$ cat config.mk
export PLATFORM = sky130hd
export DESIGN_NAME = conv_encoder_gen
export DESIGN_NICKNAME = d
export VERILOG_FILES = /design/src/rtl/conv_enc_pkg.sv /design/src/rtl/conv_enc_parity.sv /design/src/rtl/conv_encoder_gen.sv
export SDC_FILE = /design/constraint.sdc
export NUM_CORES = 1
export LEC_CHECK = 0
export ABC_AREA = 1
export CORE_ASPECT_RATIO = 1.5
export CORE_MARGIN = 5
export CORE_UTILIZATION = 39
export DETAILED_ROUTE_END_ITERATION = 16
export PLACE_DENSITY = 0.65
export SYNTH_ARGS = -nofsm -noshare
export SYNTH_HDL_FRONTEND = slang
export SYNTH_SLANG_ARGS = --single-unit
$ cat constraint.sdc
create_clock -name clk -period 2.8 [get_ports clk]
set_clock_uncertainty 0.1 [all_clocks]
set_input_delay 0.56 -clock clk [delete_from_list [all_inputs] [get_ports clk]]
set_output_delay 0.56 -clock clk [all_outputs]
set_load 0.1 [all_outputs]
$ cat src/rtl/conv_enc_pkg.sv
// rtl/conv_enc_pkg.sv - shared types, K lookup and generator table for the convolutional encoder
//
// Contents:
//   k_sel_e       - constraint-length select code (00=3, 01=4, 10=5, 11=7)
//   enc_state_e   - encoder frame state (IDLE, RUN, FLUSH)
//   k_of_sel()    - constraint length for a select code
//   GEN_TABLE     - default generator polynomials in octal, one row per K
//   gen_default() - generator lookup by select code and output index
package conv_enc_pkg;

    // Widest generator stored in the default table (K=7).
    localparam int PKG_MAX_K = 7;
    // Width of constraint-length and tail counters; covers K up to 15.
    localparam int K_W       = 4;
    // Generators stored per K row (rate 1/2 uses the first two).
    localparam int N_GEN     = 3;

    typedef enum logic [1:0] {
        K_SEL_3 = 2'b00,
        K_SEL_4 = 2'b01,
        K_SEL_5 = 2'b10,
        K_SEL_7 = 2'b11
    } k_sel_e;

    typedef enum logic [1:0] {
        IDLE  = 2'b00,
        RUN   = 2'b01,
        FLUSH = 2'b10
    } enc_state_e;

    // Generator bit K-1 taps the current input bit, bit 0 taps the oldest.
    localparam logic [PKG_MAX_K-1:0] GEN_TABLE [4][N_GEN] = '{
        '{7'o7,   7'o5,   7'o7  },
        '{7'o15,  7'o17,  7'o13 },
        '{7'o23,  7'o35,  7'o25 },
        '{7'o171, 7'o133, 7'o165}
    };

    function automatic logic [K_W-1:0] k_of_sel(input k_sel_e sel);
        case (sel)
            K_SEL_3: return 4'd3;
            K_SEL_4: return 4'd4;
            K_SEL_5: return 4'd5;
            default: return 4'd7;
        endcase
    endfunction

    function automatic logic [PKG_MAX_K-1:0] gen_default(input k_sel_e sel, input logic [1:0] j);
        case (j)
            2'd0:    return GEN_TABLE[sel][0];
            2'd1:    return GEN_TABLE[sel][1];
            2'd2:    return GEN_TABLE[sel][2];
            default: return '0;
        endcase
    endfunction

endpackage

$ cat src/rtl/conv_enc_parity.sv
// rtl/conv_enc_parity.sv - one coded output bit: XOR-reduce of the register window masked by a generator
//
// Ports:
//   v - register window, v[W-1] is the current input bit, lower bits are older history
//   g - generator polynomial aligned to v
//   p - parity output
module conv_enc_parity #(
    parameter int W = 7
) (
    input  logic [W-1:0] v,
    input  logic [W-1:0] g,
    output logic         p
);

    assign p = ^(v & g);

endmodule

$ cat src/rtl/conv_encoder_gen.sv
// rtl/conv_encoder_gen.sv - rate 1/N_OUT convolutional encoder, selectable K, zero-tail termination
//
// Parameters:
//   N_OUT - coded bits per information bit (2 or 3)
//   MAX_K - longest supported constraint length, sizes the shift register
// Ports:
//   clk, rst                  - clock, asynchronous active-low reset
//   constraint_sel            - K select (00=3, 01=4, 10=5, 11=7), latched at frame start
//   in_valid/in_ready/in_data/in_last     - information bit stream, in_last ends a frame
//   out_valid/out_ready/out_data/out_last - coded symbol stream, out_last on final tail symbol
// Optional feature (macro CONV_ENC_RUNTIME_POLY_EN):
//   poly_we, poly_idx, poly_j, poly_data - write generator table entry [poly_idx][poly_j],
//   honoured only while IDLE; the table resets to the package defaults.
module conv_encoder_gen
    import conv_enc_pkg::*;
#(
    parameter int N_OUT = 2,
    parameter int MAX_K = 7
) (
    input  logic             clk,
    input  logic             rst,
`ifdef CONV_ENC_RUNTIME_POLY_EN
    input  logic             poly_we,
    input  logic [1:0]       poly_idx,
    input  logic [1:0]       poly_j,
    input  logic [MAX_K-1:0] poly_data,
`endif
    input  logic [1:0]       constraint_sel,
    input  logic             in_valid,
    input  logic             in_data,
    input  logic             in_last,
    output logic             in_ready,
    output logic             out_valid,
    output logic [N_OUT-1:0] out_data,
    output logic             out_last,
    input  logic             out_ready
);

    localparam logic [K_W-1:0] K_ONE   = K_W'(1);
    localparam logic [K_W-1:0] K_MAXV  = K_W'(MAX_K);

    enc_state_e       state, state_nxt;
    k_sel_e           k_sel_q;
    k_sel_e           k_sel_eff;
    logic [K_W-1:0]   k_len;
    logic [K_W-1:0]   tail_cnt, tail_cnt_nxt;
    logic [MAX_K-2:0] hist;
    logic [MAX_K-1:0] v;
    logic [MAX_K-1:0] gen [N_OUT];
    logic [N_OUT-1:0] sym;
    logic             out_free;
    logic             in_fire;
    logic             tail_load;
    logic             step;
    logic             step_bit;
    logic             last_tail;

    // The first beat of a frame is encoded with the K being latched on that
    // same edge, so IDLE looks straight through to constraint_sel.
    assign k_sel_eff = (state == IDLE) ? k_sel_e'(constraint_sel) : k_sel_q;
    assign k_len     = k_of_sel(k_sel_eff);

    assign out_free  = !out_valid || out_ready;
    assign in_ready  = rst && (state != FLUSH) && out_free;
    assign in_fire   = in_valid && in_ready;
    assign tail_load = (state == FLUSH) && out_free;
    assign step      = in_fire || tail_load;
    assign step_bit  = (state == FLUSH) ? 1'b0 : in_data;

    // History is kept MSB-aligned (hist[MAX_K-2] = most recent bit), so the
    // K-bit window for any K is simply the top K bits of {bit, hist}.
    assign v = {step_bit, hist} >> (K_MAXV - k_len);

`ifdef CONV_ENC_RUNTIME_POLY_EN
    logic [MAX_K-1:0] gen_q [4][N_GEN];

    always_ff @(posedge clk or negedge rst) begin
        if (!rst) begin
            for (int s = 0; s < 4; s++) begin
                for (int j = 0; j < N_GEN; j++) begin
                    gen_q[s][j] <= MAX_K'(gen_default(k_sel_e'(s[1:0]), j[1:0]));
                end
            end
        end else if (poly_we && (state == IDLE) && (poly_j != 2'd3)) begin
            gen_q[poly_idx][poly_j] <= poly_data;
        end
    end

    for (genvar j = 0; j < N_OUT; j++) begin : g_gen_sel
        assign gen[j] = gen_q[k_sel_eff][j];
    end
`else
    for (genvar j = 0; j < N_OUT; j++) begin : g_gen_sel
        assign gen[j] = MAX_K'(gen_default(k_sel_eff, 2'(j)));
    end
`endif

    for (genvar j = 0; j < N_OUT; j++) begin : g_parity
        conv_enc_parity #(
            .W (MAX_K)
        ) u_parity (
            .v (v),
            .g (gen[j]),
            .p (sym[j])
        );
    end

    always_comb begin
        state_nxt    = state;
        tail_cnt_nxt = tail_cnt;
        last_tail    = 1'b0;
        case (state)
            IDLE, RUN: begin
                if (in_fire) begin
                    if (in_last) begin
                        state_nxt    = FLUSH;
                        tail_cnt_nxt = k_len - K_ONE;
                    end else begin
                        state_nxt    = RUN;
                    end
                end
            end
            FLUSH: begin
                if (tail_load) begin
                    if (tail_cnt == K_ONE) begin
                        last_tail    = 1'b1;
                        state_nxt    = IDLE;
                        tail_cnt_nxt = '0;
                    end else begin
                        tail_cnt_nxt = tail_cnt - K_ONE;
                    end
                end
            end
            default: begin
                state_nxt    = IDLE;
                tail_cnt_nxt = '0;
            end
        endcase
    end

    always_ff @(posedge clk or negedge rst) begin
        if (!rst) begin
            state    <= IDLE;
            k_sel_q  <= K_SEL_3;
            tail_cnt <= '0;
            hist     <= '0;
        end else begin
            state    <= state_nxt;
            tail_cnt <= tail_cnt_nxt;
            if (in_fire && (state == IDLE)) begin
                k_sel_q <= k_sel_e'(constraint_sel);
            end
            // Final tail leaves a clean zero state for the next frame.
            if (step) begin
                hist <= last_tail ? '0 : {step_bit, hist[MAX_K-2:1]};
            end
        end
    end

    // Registered output stage; a new symbol may replace the current one on
    // the same edge it transfers, giving back-to-back throughput.
    always_ff @(posedge clk or negedge rst) begin
        if (!rst) begin
            out_valid <= 1'b0;
            out_data  <= '0;
            out_last  <= 1'b0;
        end else if (step) begin
            out_valid <= 1'b1;
            out_data  <= sym;
            out_last  <= last_tail;
        end else if (out_ready) begin
            out_valid <= 1'b0;
            out_last  <= 1'b0;
        end
    end

endmodule

# Word-level counts from Yosys, hierarchy flattened
# Index checks and enable logic that the tools add are counted.
# classes
n_bitwise	3
addsub	3
mux	23
eq_ne	10
shift	1
magnitude_cmp	1
reduce_logical	16
# ops
operator	n
21-bit binary-select mux with 2-bit select	1
21-bit two-way mux	2
4-bit two-way mux	4
7-bit bitwise AND	2
7-bit XOR reduction	2
2-bit two-way mux	5
3-bit case mux with 3 select lines	1
2-bit != test, second input constant	4
4-bit case mux with 2 select lines	1
4-bit by 1-bit subtractor with 4-bit output, second input constant	2
1-bit two-way mux	7
7-bit by 4-bit >> shifter with 7-bit output	1
6-bit two-way mux	1
3-bit AND reduction	2
1-bit logical AND	5
2-bit by 1-bit == test with 1-bit output, second input constant	2
2-bit == test, second input constant	2
4-bit by 1-bit == test with 1-bit output, second input constant	1
2-bit logical NOT	2
2-bit case mux with 2 select lines	1
3-bit by 4-bit subtractor with 4-bit output, first input constant	1
3-bit greater-or-equal comparator, second input constant	1
2-bit NOT with 3-bit output	1
1-bit logical OR	2
other kinds (4)	4
# totals
output_inout_bits	5
reg_bits	18
input_bits	8

# Longest topological paths before layout
# Gate-level depths: netlist (run 1).
# logic_depth
ltp_word	8
depth_mapped	21
ltp_nobuf	20

# Cells and area by module
# Synthesis (run 1) repeated with hierarchy kept, for this count alone.
# unflattened
cells_unflattened	264
hier_area_um2	1619.1
# modules_own_cells
module	area_per_inst_um2	cells_per_inst	seq_area_each_um2	n_inst
conv_encoder_gen	1246.2	176	450.4	1
conv_enc_parity	186.4	44	0.0	2

# Worst setup path before layout (run 1)
# Ideal clock, no wire load.
# synth_timing
path_type	register -> register
startpoint	register out_valid
endpoint	register tail_cnt[2]
required_ns	2.572
slack_ns	0.292
stages_incl_launch_ff	9
arrival_time_ns	2.280
cell_sequence	dfrtp_1 inv_1 nor2_1 nor2_4 nand2_2 nand2_2 o21ai_2 a21oi_4 mux2_1
# synth_between
elab_chain_cells	6
elab_cells_between_ends	8
# synth_rtl
item	line	rtl
start: declaration	conv_encoder_gen.sv:33	output logic out_valid,
start signal: assignment	conv_encoder_gen.sv:164	out_valid <= 1'b0;
start signal: assignment	conv_encoder_gen.sv:168	out_valid <= 1'b1;
start signal: assignment	conv_encoder_gen.sv:172	out_valid <= 1'b0;
1-bit logical NOT	conv_encoder_gen.sv:63	assign out_free = !out_valid || out_ready;
1-bit logical OR	conv_encoder_gen.sv:63	
1-bit logical AND	conv_encoder_gen.sv:64	assign in_ready = rst && (state != FLUSH) && out_free;
via in_ready	conv_encoder_gen.sv:32	output logic in_ready,
1-bit logical AND	conv_encoder_gen.sv:65	assign in_fire = in_valid && in_ready;
2-bit != test (no line)	--	
3-bit AND reduction (no line)	--	
end signal: assignment	conv_encoder_gen.sv:149	tail_cnt <= tail_cnt_nxt;
end: declaration	conv_encoder_gen.sv:46	logic [K_W-1:0] tail_cnt, tail_cnt_nxt;
# The timed path passes the listed nets, and every way through them passes these cells.
# A chain may end at the register's enable or synchronous reset.

# Worst setup path in the final report (run 1)
# layout_timing
startpoint	input constraint_sel[1]
endpoint	register out_data[1]
# layout_between
elab_chain_cells	7
elab_cells_between_ends	13
# layout_rtl
item	line	rtl
start: declaration	conv_encoder_gen.sv:28	input logic [1:0] constraint_sel,
2-bit two-way mux *	conv_encoder_gen.sv:60	assign k_sel_eff = (state == IDLE) ? k_sel_e'(constraint_sel) : k_sel_q;
2-bit == test (tied with other cells)	conv_enc_pkg.sv:40	case (sel)
3-bit case mux with 3 select lines / 21-bit binary-select mux with 2-bit select (equally long branches)	conv_enc_pkg.sv:40, conv_enc_pkg.sv:51	
3-bit by 4-bit subtractor with 4-bit output / 21-bit two-way mux (equally long branches)	conv_encoder_gen.sv:72, conv_enc_pkg.sv:51	
7-bit by 4-bit >> shifter with 7-bit output / 21-bit two-way mux (equally long branches)	conv_encoder_gen.sv:72, conv_enc_pkg.sv:51	
7-bit bitwise AND *	conv_enc_parity.sv:15	assign p = ^(v & g);
7-bit XOR reduction *	conv_enc_parity.sv:15	
end signal: assignment	conv_encoder_gen.sv:169	out_data <= sym;
end: declaration	conv_encoder_gen.sv:34	output logic [N_OUT-1:0] out_data,
# Mark *: on every way between the ends. The rest lies on a longest branch, timed or not. The select of a mux whose other input is x is not followed.

==> metrics.cfg, run 1 <==
[run]
maxCapViolations=0

[drt]
drt_iter0_markers=35
drt_first_pass_iters=4
vias=1400
viasPerCell=4.912
drt-total-wl_um=3266
wire_per_inst_um=11.46
drcViolationCount=0
ant_nets=0

[sta]
rsz0062_at_grt=false
worst_pin_slew_ns=0.4003
timing.hold.ws_ns=0.3849
fin_ws_ns=0.2663
drv_slew=0
setup_tns_ns=0
max_freq_mhz=394.7
slew_headroom_pct=73.11
fin_crit_ns=2.534
period_share_pct=90.49
hold_viol=0
setup_viol=0

[cts]
cts_num_sinks=18
cts_tree=done
cts-htree-levels=1
numCtsBuffers=3
clkTransAtPathRegs_ns=0.07
cts.hold.buffers_added=0
cts_root_buf=clkbuf_8
clkLatencyLatePin_ns=0.25
clk_path_buf_depth=2

[setup_path]
worst_setup_path_end_kind=flop
rr_worst_depth=19
rr_startpoint=state[0]
reg2reg_slack_ns=0.45
cp_data_required_time_ns=2.85
crit_arrival_ns=2.58
path_class=primary input to flop
rr_endpoint=out_data[1]
start_kind=primary input
crit_fanout=8

[min_path]
min_path_cells=2
hold_class=flop to flop
min-delay-start=out_data[1]
hold_end=out_data[1]

[cells_and_area]
drive_above_1_share_pct=22.73
diodes=0
area_delta_synth_final_pct=22.67
finalNetCount=260
final_cells=285

[synthesis]
yosysMostFrequentCell=nand2_1
yosys.area.top_type_share_pct=30.80
synth_top_flop_cell=dfrtp_1
syn_inst=214
synth_enable_flop_cells=0
syn_area_mm2=0.001463
synth_top_cell_by_area=dfrtp_1
ys_top_cells_by_count=73 x nand2_1, 25 x nand3_1, 21 x inv_1
ys_ff_latch=18
synth_fp_nets=230
avgSynthCellArea_um2=6.835
ys_seq_area_share_pct=30.80
yosys-top-cells-area=dfrtp_1 31%, nand2_1 19%, nand3_1 8.6%
ys_types=28
yosys_warnings=0
async_flop_share_pct=100.0

[grt]
antenna_found_initial=0
grt_pass1_vias=1392
grtUsageTotal_pct=15.05
grt_max_degree=19
grt_pass1_wl_um=5961
grt_overflow=0

[placement]
gpl.final_weighted_congestion=0.8532
place_hpwl_um=2653
dp_cells=280
place_ws_ns=-0.01264
portBuffers=12

[run_status]
outcome=completed

[die]
die_x_um=60
initial_core_util_pct=40.09
core_mm2=0.003649
rows=27
die_h_um=85.01
dieArea_mm2=0.005100
io_pins=13

## layout by cell type (no fill, tap or decap), drive strengths merged, types with 7 or more instances in the layout
cell type / instances
buf: 21
clkdlybuf4s50: 7
dfrtp: 18
ha: 8
inv: 31
nand2: 79
nand3: 29
nor2: 11
o21ai: 19
## per-stage QoR
step	cell area, um^2	utilization [%]
final	1794	49.18
after global routing	1794	49.18
after CTS	1762	48.29
after detailed placement	1720	47.15
after global placement	1720	47.15
after floorplan	1463	-
## repair_timing
action / 4_1_cts / 5_1_grt
endpoints found under the setup margin: 0 / 2
resized for setup: 0 / 4
buffers inserted: 0 / 2
## cell families after synthesis
| logic type | Yosys count | share of synthesized area (%) |
|---|---|---|
| flops | 18 | 30.80 |
| buf+inv | 36 | 9.924 |
| fa+ha+maj | 8 | 6.844 |
| compound gates | 25 | 10.78 |
| mux | 1 | 0.7698 |
| xor+xnor | 2 | 1.198 |
| simple gates | 124 | 39.69 |
## state kept, by name, indices dropped and copies added (netlist names)
name	count
out_last	1
out_valid	1
k_sel_q	2
hist	6
tail_cnt	4
state	2
out_data	2
## layout make-up
| type | instances | area (um^2) |
|---|---|---|
| Timing Repair Buffer | 28 | 240.2 |
| Tap cell | 43 | 53.80 |
| Clock buffer | 3 | 41.29 |
| Multi-Input combinational cell | 160 | 884.6 |
| Inverter | 33 | 123.9 |
| Sequential cell | 18 | 450.4 |
| Fill cell | 366 | 1854 |
## worst max-delay path, stage by stage
cell and delay [ns]:
clkdlybuf4s50_1 0.48, nand2_1 0.07, o21ai_2 0.12, inv_2 0.06, ha_1 0.23, inv_2 0.14
nand2_1 0.10, nand3_1 0.08, nand2_1 0.06, inv_1 0.08, nand2_1 0.07, nor2_2 0.12
o21ai_1 0.10, nand2_1 0.08, nand2_1 0.06, nand2_1 0.05, nand2_1 0.05, nand3_1 0.05
nand2_1 0.05
## worst max-delay path by stage
stage | cells past startpoint | slack (ns) | endpoint | start
floorplan | 8 | 0.29 | tail_cnt[2] | out_valid
global placement | 19 | -0.008 | out_data[1] | constraint_sel[1]
detailed placement | 16 | -0.01 | out_data[1] | constraint_sel[0]
CTS | 19 | 0.25 | out_data[1] | constraint_sel[1]
global route | 19 | 0.02 | out_data[1] | constraint_sel[1]
finish | 19 | 0.27 | out_data[1] | constraint_sel[1]
## routing by layer
metal | part of all wire, % | up-vias | GRT usage, %
met5 | 0 | - | 0
met1 | 42 | 630 | 17.68
met3 | 1.7 | 10 | 1.826
met2 | 53 | 21 | 25.79
li1 | - | 739 | -
met4 | 3.5 | 0 | 7.661
Power of run 1 is not shown: default switching activity piles up to over one toggle a cycle in this logic, so the estimate is an artifact.
==> inputs of run 2 (changes only) <==
- CTS_CLUSTER_SIZE: not set -> 20
- clock period: 2.8 -> 2.5 ns (I/O delays scaled with it)
==> run 2 against run 1 <==
Wire length increased by 11%; setup slack lost 0.15 ns; critical path depth fell by 1; register-to-register slack got worse by 0.34 ns; sequential cell count did not move; design area rose by 14%.
==> metrics.cfg, run 2 (same netlist as run 1, synthesis figures left out) <==
[grt]
grt_pass1_vias=1452  ; +4.3%
grt_overflow=0  ; unchanged
grt_max_degree=19  ; unchanged
antenna_found_initial=0  ; unchanged
grtUsageTotal_pct=14.93  ; -0.12 points
grt_pass1_wl_um=5954  ; -0.12%

[setup_path]
reg2reg_slack_ns=0.11  ; -0.34 ns
rr_worst_depth=18  ; -1
crit_start=state[0]
worst_setup_path_end_kind=flop
path_class=flop to flop
crit_fanout=5  ; -3
start_kind=flop
rr_startpoint=state[0]
crit_arrival_ns=2.44  ; -0.14 ns
cp_data_required_time_ns=2.55  ; -0.30 ns

[die]
rows=27  ; unchanged
dieArea_mm2=0.005100  ; unchanged
io_pins=13  ; unchanged
core_mm2=0.003649  ; unchanged
die_x_um=60  ; unchanged
initial_core_util_pct=40.09  ; unchanged
die_h_um=85.01  ; unchanged

[drt]
wl_met2_um=1899  ; +11%
met1_length_um=1501  ; +8.9%
drt-total-wl_um=3628  ; +11%
viasPerCell=5.000  ; +1.8%
routed-wl-met3_um=82  ; +44%
ant_nets=0  ; unchanged
highest_layer=met4
drt_first_pass_iters=6  ; +2
drt_iter0_markers=38  ; +8.6%
wire_per_inst_um=12.30  ; +7.3%
drcViolationCount=0  ; unchanged
vias=1475  ; +5.4%

[sta]
period_share_pct=95.42
slew_headroom_pct=73.79  ; +0.68 points
fin_crit_ns=2.386
setup_viol=0  ; unchanged
fin_ws_ns=0.1145  ; -0.1518 ns
max_freq_mhz=419.2
hold_viol=0  ; unchanged
drv_slew=0  ; unchanged
worst_pin_slew_ns=0.3901  ; -0.01017 ns
rsz0062_at_grt=true

[cts]
cts_tree=done
cts_root_buf=clkbuf_8
numCtsBuffers=3  ; unchanged
clkLatencyLatePin_ns=0.26  ; about the same
clkTransAtPathRegs_ns=0.08  ; about the same
cts-htree-levels=1  ; unchanged
clk_path_buf_depth=2  ; unchanged
cts_num_sinks=18  ; unchanged

[cells_and_area]
top_regs=hist (6), tail_cnt (4)
area_delta_synth_final_pct=39.61
finalNetCount=269  ; +3.5%
utilization_pct=55.97  ; +6.8 points
largest_register=hist
layout_commonest_cell=nand2_1
largest_register_ffs=6  ; unchanged
layout_common_cells=58 x nand2_1, 26 x buf_4, 18 x nand3_1, 18 x dfrtp_1
diodes=0  ; unchanged
drive_above_1_share_pct=38.49  ; +16 points
final_cells=295  ; +3.5%

[min_path]
min_path_cells=2  ; unchanged
min-delay-start=out_data[1]
hold_class=flop to flop

[placement]
place_ws_ns=-0.2671  ; -0.2545 ns
portBuffers=12  ; unchanged
gpl.final_weighted_congestion=0.8787  ; +3.0%
dp_cells=283  ; +1.1%
place_hpwl_um=2660  ; +0.24%

[run]
maxCapViolations=0  ; unchanged

[run_status]
outcome=completed

## run 2: cell types whose count changed in the layout (fill, tap and decap cells not counted), sizes merged
cell	delta
clkbuf	+1
clkdlybuf4s50	-2
dlymetal6s2s	+2
buf	+9
## run 2: metal layers
metal / vias to the layer above / track usage [%]
met1: 674 / 16.93
met2: 28 / 24.90
met3: 12 / 2.131
met4: 0 / 9.879
li1: 761 / -
met5: - / 0
## run 2: worst max-delay path, cell delays in order, from the launching register on
cell and delay [ns]:
dfrtp_1 0.43, nor2_4 0.22, nand2_2 0.11, o21ai_4 0.10
inv_2 0.08, ha_4 0.27, buf_4 0.15, nand3_2 0.07
nand2_2 0.05, inv_2 0.07, nand2_2 0.07, nor2_4 0.13
o21ai_2 0.08, nand2_1 0.07, nand2_1 0.06, nand2_1 0.06
nand2_1 0.04, nand3_1 0.08, nand2_1 0.05
## run 2: worst paths after layout
| check | endpoint |
|---|---|
| min | out_data[1] |
| max reg2reg | out_data[1] |
| max | out_data[1] |
| min in group asynchronous | tail_cnt[2] |
| min reg2reg | out_data[1] |
| max in group asynchronous | hist[0] |
## run 2: through the flow
stage	setup TNS, ns	hold WS, ns	cell area (um^2)
floorplan	0	0.1044	1463
global placement	-0.4179	0.3648	1743
detailed placement	-0.5105	0.3706	1743
CTS	0	0.3914	1798
global route	-0.07127	0.4198	2042
finish	0	0.3846	2042
## run 2: cell type report
cell class / instances / area (um^2)
clock buffers: 4 / 55.05
multi-input cells: 160 / 1023
inverters: 33 / 126.4
flip-flops and latches: 18 / 450.4
fillers: 340 / 1607
well taps: 43 / 53.80
repair buffers: 37 / 332.8
## run 2: repair_timing
action / CTS / global route
hold buffers: 0 / 0
resized for setup: 0 / 47
buffers inserted: 0 / 8
setup endpoints to repair: 0 / 2
Power of run 2 is left out for the same reason.
==> inputs of run 3 (changes only) <==
- CORE_UTILIZATION: 39 -> 57
- PLACE_DENSITY: 0.65 -> 0.86
==> run 3 against run 2 <==
Clock-buffer cell count down 1; utilization rose by 19 points; first-iteration DRC count is 42% higher; critical path depth did not move; worst hold slack better by 0.0045 ns.
==> metrics.cfg, run 3 (same netlist as run 1, synthesis figures left out) <==
[placement]
place_hpwl_um=2490  ; -6.4%
gpl.final_weighted_congestion=0.9293  ; +5.8%
portBuffers=12  ; unchanged
place_ws_ns=-0.2675  ; -0.0003970 ns
placed_cell_area_mm2=0.001689  ; -3.1%

[setup_path]
crit_path_top_delay_cell=clkdlybuf4s50_1
start_kind=primary input
crit_arrival_ns=2.50  ; +0.06 ns
crit_fanout=5  ; unchanged
worst_setup_path_end_kind=flop
critPathMaxStageDelay_ns=0.49  ; +0.06 ns
path_class=primary input to flop
worstPathBufferInverterCount=4  ; +1
critPathMostFrequentCell=nand2_1
path_delay_family=simple AND/OR/NAND/NOR gates
crit_chain=clkdlybuf4s50_1 -> nand2_2 -> o21ai_4 -> ha_2 -> buf_6 -> nand2_1 -> nand3_1 -> nand2_1 -> inv_1 -> nand2_1 -> nor2_2 -> inv_1 -> nand2_1 -> nand2_1 -> nand2_1 -> nand3_1 -> nand3_1 -> nand2_1
cp_data_required_time_ns=2.59  ; +0.04 ns

[drt]
wire_per_inst_um=12.19  ; -0.86%
drt_first_pass_iters=4  ; -2
ant_nets=0  ; unchanged
met1_length_um=1379  ; -8.1%
drcViolationCount=0  ; unchanged
routed-wl-met3_um=88  ; +7.3%
drt-total-wl_um=3292  ; -9.3%
drt_iter0_markers=54  ; +42%
wl_met2_um=1728  ; -9.0%
viasPerCell=5.407  ; +8.1%
highest_layer=met4
vias=1460  ; -1.0%

[sta]
fin_ws_ns=0.08899  ; -0.02548 ns
worst_pin_slew_ns=0.3671  ; -0.02297 ns
max_freq_mhz=414.8  ; -1.1%
period_share_pct=96.44  ; +1.0 points
timing.hold.ws_ns=0.3891  ; +0.004487 ns
slew_headroom_pct=75.34  ; +1.5 points
setup_viol=0  ; unchanged
hold_viol=0  ; unchanged
drv_slew=0  ; unchanged
fin_crit_ns=2.411  ; +0.02548 ns

[cts]
clk_path_buf_depth=2  ; unchanged
cts-htree-levels=1  ; unchanged
clkLatencyLatePin_ns=0.30  ; +0.04 ns
numCtsBuffers=3  ; unchanged
cts_num_sinks=18  ; unchanged
cts_root_buf=clkbuf_4
clkTransAtPathRegs_ns=0.10  ; +0.02 ns
cts_tree=done
cts.hold.buffers_added=0  ; unchanged

[cells_and_area]
top_regs=hist (6), tail_cnt (4)
layout_common_cells=68 x nand2_1, 23 x nand3_1, 23 x buf_4
drive_above_1_share_pct=28.86  ; -9.6 points
fillers=175  ; -49%
largest_register_ffs=6  ; unchanged
finalNetCount=264  ; -1.9%
fin_area_mm2=0.001832  ; -10%
layout_commonest_cell=nand2_1
utilization_pct=74.77  ; +19 points
area_delta_synth_final_pct=25.24
largest_register=hist
diodes=0  ; unchanged

[die]
io_pins=13  ; unchanged
die_x_um=51.36  ; -14%
die_h_um=72.04  ; -15%
rows=22  ; -19%
dieArea_mm2=0.003700  ; -27%
core_mm2=0.002450  ; -33%
initial_core_util_pct=59.70  ; +20 points

[grt]
grt_overflow=0  ; unchanged
grt_max_degree=19  ; unchanged
grtUsageTotal_pct=18.99  ; +4.1 points
grt_pass1_vias=1383  ; -4.8%
antenna_found_initial=0  ; unchanged
grt_pass1_wl_um=5582  ; -6.2%

[run_status]
outcome=completed

[run]
maxCapViolations=0  ; unchanged

[min_path]
hold_class=flop to flop

-- run 3: changes by cell type in the layout (fill, tap and decap cells not counted), moves of 3 or more --
cell / delta
nand3_2: -5
nand3_1: +5
nand2_2: -8
clkbuf_4: +3
buf_4: -3
clkbuf_8: -4
nand2_1: +10
-- run 3: path summary, 6_finish.rpt --
path / from / to / slack, ns / cells past startpoint
worst min-delay path: out_data[1] / out_data[1] / 0.39 / 2
worst max register to register: state[0] / out_data[1] / 0.12 / 18
max in group asynchronous: rst / out_data[0] / 1.55 / 2
worst max-delay path: constraint_sel[0] / out_data[1] / 0.09 / 18
worst min register to register: out_data[1] / out_data[1] / 0.39 / 2
min in group asynchronous: rst / tail_cnt[0] / 0.55 / 2
-- run 3: area by class of cell --
cell class	instances	area, um^2	share of cell area (%)
multi-input combinational	160	930.9	50.82
clock buffer	3	22.52	1.230
sequential	18	450.4	24.59
timing repair buffer	32	274.0	14.96
tap	24	30.03	1.639
inverter	33	123.9	6.762
-- run 3: per-stage QoR --
step / instances / TNS, ns
after floorplan: 214 / 0
after global placement: 260 / -0.4417
after detailed placement: 260 / -0.5130
after CTS: 263 / 0
after global routing: 270 / -0.09232
final: 270 / 0
-- run 3: worst register-to-register path: stages (launching register included) --
cell	delay (ns)
dfrtp_1	0.43
nor2_4	0.21
buf_4	0.16
o21ai_4	0.06
ha_2	0.21
inv_2	0.12
nand2_2	0.08
nand3_1	0.09
nand2_1	0.06
inv_1	0.08
nand2_1	0.07
nor2_2	0.17
inv_1	0.06
nand2_1	0.08
nand2_1	0.05
nand2_1	0.07
nand3_1	0.06
nand3_1	0.08
nand2_1	0.05
-- run 3: routing by layer --
layer	vias up	GRT usage (%)
li1	749	-
met1	670	22.12
met2	31	33.29
met3	10	2.259
met4	0	9.913
met5	-	0
-- run 3: what timing repair did --
action	4_1_cts	5_1_grt
setup endpoints to repair	0	2
setup buffers	0	7
gates resized for setup	0	19
hold endpoints to repair	0	0
Power of run 3 is left out for the same reason.
